### config.mk
export PLATFORM = sky130hd
export DESIGN_NAME = slip_interval_timer
export DESIGN_NICKNAME = d
export VERILOG_FILES = /design/src/rtl/slip_timer_pkg.sv /design/src/rtl/slip_timer_count.sv /design/src/rtl/slip_interval_timer.sv
export SDC_FILE = /design/constraint.sdc
export NUM_CORES = 1
export LEC_CHECK = 0
export ABC_AREA = 1
export BUFFER_PORTS_ARGS = -buffer_cell sky130_fd_sc_hd__buf_2
export CAP_MARGIN = 20
export CORE_MARGIN = 5
export CORE_UTILIZATION = 35
export DETAILED_ROUTE_END_ITERATION = 8
export GPL_TIMING_DRIVEN = 0
export PLACE_DENSITY = 0.62
export SYNTH_ARGS = -nofsm -noshare
export SYNTH_HDL_FRONTEND = slang
export SYNTH_HIERARCHICAL = 1
export SYNTH_SLANG_ARGS = --single-unit
### constraint.sdc
create_clock -name MasterClock -period 4.88 [get_ports MasterClock]
set_clock_uncertainty 0.05 [all_clocks]
set_input_delay 0.244 -clock MasterClock [delete_from_list [all_inputs] [get_ports MasterClock]]
set_output_delay 0.244 -clock MasterClock [all_outputs]
set_load 0.02 [all_outputs]
### src/rtl/slip_timer_pkg.sv
// Shared constants and helpers for the Slipstream interval timer.
// Control-register bit positions, reload width and the byte read selector.
package slip_timer_pkg;

    localparam int RELOAD_W = 16;
    localparam int BYTE_W   = 8;

    localparam int CTRL_RUN = 0;
    localparam int CTRL_PER = 1;
    localparam int CTRL_ACK = 2;
    localparam int CTRL_IEN = 3;

    function automatic logic [BYTE_W-1:0] byte_sel(input logic [RELOAD_W-1:0] v,
                                                   input logic                hi);
        return hi ? v[RELOAD_W-1:BYTE_W] : v[BYTE_W-1:0];
    endfunction

endpackage

### src/rtl/slip_timer_count.sv
// Loadable down-counter: load beats step; a step at zero either reloads or holds zero.
// The decrement is a ripple borrow chain whose borrow-out doubles as the zero flag.
module slip_timer_count
    import slip_timer_pkg::*;
#(
    parameter int WIDTH = RELOAD_W
) (
    input  logic             i_clk,
    input  logic             i_rst,
    input  logic             i_load,
    input  logic [WIDTH-1:0] i_load_val,
    input  logic             i_step,
    input  logic             i_wrap,
    input  logic [WIDTH-1:0] i_reload,
    output logic [WIDTH-1:0] o_count,
    output logic             o_zero
);

    logic [WIDTH-1:0] r_count;
    logic [WIDTH-1:0] w_dec;
    logic [WIDTH:0]   w_borrow;

    assign w_borrow[0] = 1'b1;

    // A borrow survives past every bit only when all bits are zero.
    for (genvar i = 0; i < WIDTH; i++) begin : g_borrow
        assign w_dec[i]      = r_count[i] ^ w_borrow[i];
        assign w_borrow[i+1] = w_borrow[i] & ~r_count[i];
    end

    assign o_zero  = w_borrow[WIDTH];
    assign o_count = r_count;

    // Count register: reset, load, terminal reload/hold, or decrement.
    always_ff @(posedge i_clk) begin
        if (i_rst) begin
            r_count <= {WIDTH{1'b0}};
        end else if (i_load) begin
            r_count <= i_load_val;
        end else if (i_step) begin
            if (o_zero) begin
                r_count <= i_wrap ? i_reload : {WIDTH{1'b0}};
            end else begin
                r_count <= w_dec;
            end
        end else begin
            r_count <= r_count;
        end
    end

endmodule

### src/rtl/slip_interval_timer.sv
// Host-facing programmable interval timer: byte-wide reload/control writes,
// terminal-count pulse, maskable interrupt and a latched byte-readable count.
module slip_interval_timer
    import slip_timer_pkg::*;
#(
    parameter int WIDTH = RELOAD_W
) (
    input  logic              MasterClock,
    input  logic              RST,
    input  logic              tick,
    input  logic [BYTE_W-1:0] din,
    input  logic              wr_lo,
    input  logic              wr_hi,
    input  logic              ctrl_wr,
    input  logic              latch,
    input  logic              rd_sel,
    output logic [BYTE_W-1:0] dout,
    output logic              tc,
    output logic              irq
);

    logic [WIDTH-1:0] r_reload;
    logic [WIDTH-1:0] r_snap;
    logic             r_run;
    logic             r_periodic;
    logic             r_irq_en;
    logic             r_irq_pend;
    logic             r_tc;

    logic [WIDTH-1:0] w_count;
    logic [WIDTH-1:0] w_load_val;
    logic             w_zero;
    logic             w_ctrl_stop;
    logic             w_step;
    logic             w_tc;

    // A load or a stopping control write in the same cycle swallows the tick.
    always_comb begin
        w_ctrl_stop = ctrl_wr & ~din[CTRL_RUN];
        w_step      = r_run & tick & ~wr_hi & ~w_ctrl_stop;
        w_tc        = w_step & w_zero;
        w_load_val  = {din, (wr_lo ? din : r_reload[BYTE_W-1:0])};
    end

    slip_timer_count #(
        .WIDTH (WIDTH)
    ) u_count (
        .i_clk      (MasterClock),
        .i_rst      (RST),
        .i_load     (wr_hi),
        .i_load_val (w_load_val),
        .i_step     (w_step),
        .i_wrap     (r_periodic),
        .i_reload   (r_reload),
        .o_count    (w_count),
        .o_zero     (w_zero)
    );

    // Reload register byte lanes.
    always_ff @(posedge MasterClock) begin
        if (RST) begin
            r_reload <= {WIDTH{1'b0}};
        end else begin
            if (wr_lo) r_reload[BYTE_W-1:0]     <= din;
            if (wr_hi) r_reload[WIDTH-1:BYTE_W] <= din;
        end
    end

    // Run-state bits: a control write wins over a one-shot expiry.
    always_ff @(posedge MasterClock) begin
        if (RST) begin
            r_run      <= 1'b0;
            r_periodic <= 1'b0;
            r_irq_en   <= 1'b0;
        end else if (ctrl_wr) begin
            r_run      <= din[CTRL_RUN];
            r_periodic <= din[CTRL_PER];
            r_irq_en   <= din[CTRL_IEN];
        end else if (w_tc && !r_periodic) begin
            r_run <= 1'b0;
        end
    end

    // Pending interrupt: a new terminal count beats an acknowledge.
    always_ff @(posedge MasterClock) begin
        if (RST) begin
            r_irq_pend <= 1'b0;
        end else if (w_tc) begin
            r_irq_pend <= 1'b1;
        end else if (ctrl_wr && din[CTRL_ACK]) begin
            r_irq_pend <= 1'b0;
        end
    end

    // Terminal-count pulse and count snapshot.
    always_ff @(posedge MasterClock) begin
        if (RST) begin
            r_tc   <= 1'b0;
            r_snap <= {WIDTH{1'b0}};
        end else begin
            r_tc <= w_tc;
            if (latch) r_snap <= w_count;
        end
    end

    assign tc   = r_tc;
    assign irq  = r_irq_pend & r_irq_en;
    assign dout = byte_sel(r_snap, rd_sel);

endmodule
### Word-level counts from Yosys, hierarchy flattened

Cells that the tools add are included.

* bits in registers: 53
* bits in latches: 0
* bits in writable memories: 0
* bits in read-only memories: 0
* output and inout bits: 10
* logic and storage cells: 80
* memories kept: 0

* add/sub/neg operators: 0
* $mul: 0
* divide/modulo/power cells: 0
* magnitude comparators: 0
* equality and inequality tests: 0
* shift operators: 0
* muxes and demuxes: 10
* bitwise logic cells: 55
* reduce and logical (&&, ||, !) cells: 6

Operator list (number)
* $mux W16: 4
* $and A1 B1 Y1: 21
* $not A1 Y1: 19
* $mux W8: 2
* $xor A1 B1 Y1: 15
* $reduce_bool A2 Y1: 3
* $mux W1: 4
* $logic_and A1 B1 Y1: 2
* $logic_not A1 Y1: 1

### Logic depth before layout (Yosys ltp)

* word-level depth: 20
* depth in mapped cells: 21

### Modules after synthesis

Netlist, hierarchy kept.

Modules (own cells, without submodules)
* slip_interval_timer: instances 1, cells an instance 194, area an instance 1455.1 um^2, seq. area each 740.7 um^2
* slip_timer_count: instances 1, cells an instance 165, area an instance 1267.5 um^2, seq. area each 320.3 um^2

### Least setup slack after synthesis

Ideal clock, no wire load.

* path type: register to register
* start: register u_count.r_count[0], in the netlist u_count/o_count[0]
* end: register u_count.r_count[1], in the netlist u_count/o_count[1]
* setup time: 0.124 ns
* data arrival time: 3.284 ns
* path slack: 1.422 ns
* cell stages (with the launch flop): 21
* buffers on the path: 1
* period minus slack after synthesis: 3.458 ns
* path through: dfxtp_1 inv_1 ha_1 ha_1 ha_1 ha_1 ha_1 ha_1 ha_1 ha_1 ha_1 ha_1 ha_1 ha_1 ha_1 ha_1 nand2_2 buf_4 nand2_1 nand3_2 a21oi_2

* longest elaborated chain between the ends: 19

Ends and longest elaborated chain
* start: declaration: line slip_timer_count.sv:19 `logic [WIDTH-1:0] r_count;`
* start signal: assignment: line slip_timer_count.sv:37 `r_count <= {WIDTH{1'b0}};`
* start signal: assignment: line slip_timer_count.sv:39 `r_count <= i_load_val;`
* start signal: assignment: line slip_timer_count.sv:42 `r_count <= i_wrap ? i_reload : {WIDTH{1'b0}};`
* $not A1 Y1 (*): line slip_timer_count.sv:28 `assign w_borrow[i+1] = w_borrow[i] & ~r_count[i];`
* $and A1 B1 Y1 (15 in series): line slip_timer_count.sv:28
* $mux W16 (*): line slip_timer_count.sv:41 `if (o_zero) begin`
* $mux W16 (*): line slip_timer_count.sv:40 `end else if (i_step) begin`
* $mux W16 (*): line slip_timer_count.sv:38 `end else if (i_load) begin`

Mark *: on every way between the ends. The rest lies on a longest branch, timed or not. The select of a mux whose other input is x is not followed.
A chain may end at the register's enable or synchronous reset.

### Worst setup path after layout

* start: register u_count.r_count[0], in the netlist u_count/o_count[0]
* end: register u_count.r_count[15], in the netlist u_count/o_count[15]

* longest elaborated chain between the ends: 19

Ends and longest elaborated chain (line)
* $not A1 Y1 (*): slip_timer_count.sv:28
* $and A1 B1 Y1 (*) (14 in series): slip_timer_count.sv:28
* $xor A1 B1 Y1 / $and A1 B1 Y1 (equally long branches): slip_timer_count.sv:27, slip_timer_count.sv:28
* $mux W16 (*): slip_timer_count.sv:41
* $mux W16 (*): slip_timer_count.sv:40
* $mux W16 (*): slip_timer_count.sv:38

Marks and branches as above.

==> key figures <==
Yosys
  – Mapped Avg Cell Area: 7.58 µm²
  – Synthesized net count: 389
  – Post-synth top area cell: dfxtp_1
  – Sequential-to-total area share from yosys stat: 39.0%
  – Top post-synthesis cells by area: dfxtp_1 39%, nand2_1 12%, ha_1 6.4%
  – Synth Warn #: 6
  – Post-synthesis cell count: 359
  – Cell variety after synth: 25
  – Flops & latches, synth: 53
  – Top-area cell type share of the netlist area: 39.0%
  – Mapped cell area: 0.00272 mm²

Detailed routing
  – Routed wl met3: 374 µm
  – Initial DRC count: 158
  – Routed WL: 6.46 mm
  – Met2 wire length: 2.76 mm
  – Vias/cell: 4.70
  – DRT met1 WL: 3.25 mm
  – Top Metal Used: met4
  – Routed len/inst: 13.1 µm
  – Router iterations before antenna repair: 4
  – Post-route ant nets: 0
  – DRC viols: 0
  – Via count: 2313

Layout
  – Most frequent cells in the layout: 89 x nand2_1, 53 x dfxtp_1, 41 x nor2_1, 31 x inv_1
  – Area growth syn-to-layout: 13.1%
  – Cell area after layout: 0.00308 mm²
  – Final nets: 419
  – Inserted Diodes: 0
  – Final Util: 40.3%
  – Fraction of layout instances using a drive strength above 1: 20.8%
  – Commonest non-fill, non-tap cell in the layout: nand2_1
  – Fillers: 811

Global routing
  – Global route overflow: 0
  – Initial antenna violation count: 0
  – GRT Total Usage: 13.9%
  – First-pass GRT wire length: 11.1 mm
  – Largest net degree at the start of global routing: 18
  – Vias in the first global route: 2221

CTS
  – Postcts setup bufs: 0
  – Clock transition at path regs: 0.10 ns
  – Clk sinks: 53
  – # resized after CTS: 0
  – Max Root-Sink Buffers: 2
  – Hold buffer count at CTS: 0
  – Clk root buf: clkbuf_8
  – Later-pin clock latency in the skew report: 0.31 ns
  – CTS tree: yes
  – H-tree Lvls: 2
  – CTS buffer count: 5

Placement
  – Area after DPL: 0.00297 mm²
  – Final HPWL DP: 4.96 mm
  – Number of buffers added on ports: 23
  – DP Worst Slack: 1.06 ns
  – Placer congestion estimate: 0.790

STA
  – Slew Viols, Final: 0
  – Crit share post-route: 78.3%
  – Slew at the pin closest to its max-slew limit: 0.401 ns
  – Period minus WS final: 3.82 ns
  – Final Setup Violations: 0
  – Final worst slack: 1.06 ns
  – Final hold vios: 0
  – Headroom to the max-slew limit: 73.3%
  – Worst hold slack: 0.0884 ns
  – RSZ-0062 raised after global routing: false
  – Setup tns final: 0 ns
  – FMAX: 262 MHz

Floorplan
  – I/O Pins: 26
  – Core area: 0.00765 mm²
  – Die W: 98.2 µm
  – Die Y: 98.2 µm
  – Total die area: 0.00964 mm²
  – Initial Util: 35.6%
  – # rows: 32

Worst setup path
  – Crit path kind: reg2reg
  – Required time of the critical path: 5.02 ns
  – Startpoint types: flop
  – Critical Path AT: 3.96 ns
  – Worst-path maximum fanout: 10
  – Nature of the critical path endpoint: flop
  – Worst Reg-to-Reg Cells: 20

Pwr
  – Static Leak: 1.33 nW
  – Worst vdd ir: 0.164 mV
  – Pwr/cell area: 312 mW/mm²
  – Sequential power share: 49.3%
  – Switching power share of the total: 29.1%
  – Combinational Power Share: 18.9%
  – Sw Pwr: 0.000279 W
  – Clock power frac: 31.8%
  – Internal Dissipation: 0.000681 W

Worst hold path
  – Worst hold path type: in2reg
  – Hold depth: 2

Job
  – Max-Cap Viols: 0

Status
  – Status: complete, no violations
[kinds of logic after synthesis]
kind of cell,share of synthesized area [%]
AO/OA/AOI/OAI,17.5
adder cells (fa/ha/maj),6.43
buffers and inverters,11.2
flip-flops,39.0
AND/OR/NAND/NOR,25.9
[per-layer routing]
layer / up-vias / global-route usage, %
met5: - / 0
met4: 0 / 4.20
met3: 6 / 3.00
met2: 57 / 21.6
met1: 1026 / 19.4
li1: 1224 / -
[sequential cells by signal, summed over array words and instances (netlist names)]
register         flops
r_run                1
u_count/o_count     16
r_reload            16
tc                   1
r_snap              16
r_irq_pend           1
r_periodic           1
r_irq_en             1
[stage by stage]
| stage | total power (W) | std cells |
|---|---|---|
| floorplan | 0.000613 | 359 |
| global placement | 0.000660 | 484 |
| detailed placement | 0.000665 | 484 |
| CTS | 0.000968 | 492 |
| global route | 0.00102 | 492 |
| finish | 0.000960 | 492 |
[cell usage after synthesis]
| cell type | instances |
|---|---|
| nand3_2 | 10 |
| buf_2 | 7 |
| a21oi_1 | 21 |
| a22oi_1 | 14 |
| inv_1 | 31 |
| o21ai_1 | 4 |
| buf_8 | 3 |
| buf_4 | 3 |
| nor3_2 | 1 |
| clkbuf_1 | 1 |
| nand4_1 | 2 |
| inv_4 | 1 |
| nor2_8 | 1 |
| nand3_1 | 8 |
| buf_6 | 5 |
| inv_2 | 5 |
| a21oi_2 | 11 |
| o21ai_0 | 30 |
| and2_1 | 1 |
| nor2_1 | 41 |
| nor2_4 | 2 |
| ha_1 | 14 |
| dfxtp_1 | 53 |
| nand2_1 | 89 |
| nand2_2 | 1 |
[power by group through the flow]
stage	clock (W)	sequential (W)	combinational, W
4_1_cts	0.000312	0.000474	0.000183
3_5_place_dp	0	0.000483	0.000182
5_1_grt	0.000332	0.000476	0.000208
6_report	0.000305	0.000474	0.000181
3_3_place_gp	0	0.000483	0.000177
2_1_floorplan	0	0.000478	0.000135
[critical path: stages (launching register included)]
cell	delay (ns)
dfxtp_1	0.38
inv_1	0.09
ha_1	0.20
ha_1	0.18
ha_1	0.18
ha_1	0.19
ha_1	0.18
ha_1	0.18
ha_1	0.19
ha_1	0.19
ha_1	0.19
ha_1	0.18
ha_1	0.18
ha_1	0.18
ha_1	0.19
ha_1	0.23
nand2_2	0.15
buf_4	0.19
nor3_2	0.05
nor2_1	0.11
nor2_1	0.05
[cell type report]
type / instances / area (µm²) / area share (%)
timing repair buffer: 23 / 115 / 3.74
clock buffer: 5 / 68.8 / 2.23
clock inverter: 3 / 46.3 / 1.50
multi-input combinational: 250 / 1360 / 44.1
tap: 102 / 128 / 4.14
buffer: 19 / 163 / 5.28
sequential: 53 / 1060 / 34.4
inverter: 37 / 141 / 4.59
[worst paths after layout]
kind | to | slack [ns] | start
worst max-delay path | u_count/o_count[15]$_SDFFE_PP0P_ | 1.06 | u_count/o_count[0]$_SDFFE_PP0P_
worst min-delay path | r_reload[6]$_SDFF_PP0_ | 0.09 | RST
worst max register to register | u_count/o_count[15]$_SDFFE_PP0P_ | 1.06 | u_count/o_count[0]$_SDFFE_PP0P_
worst min register to register | r_snap[0]$_SDFFE_PP0P_ | 0.41 | r_snap[0]$_SDFFE_PP0P_
No activity file was read; power rests on OpenSTA's default activity.
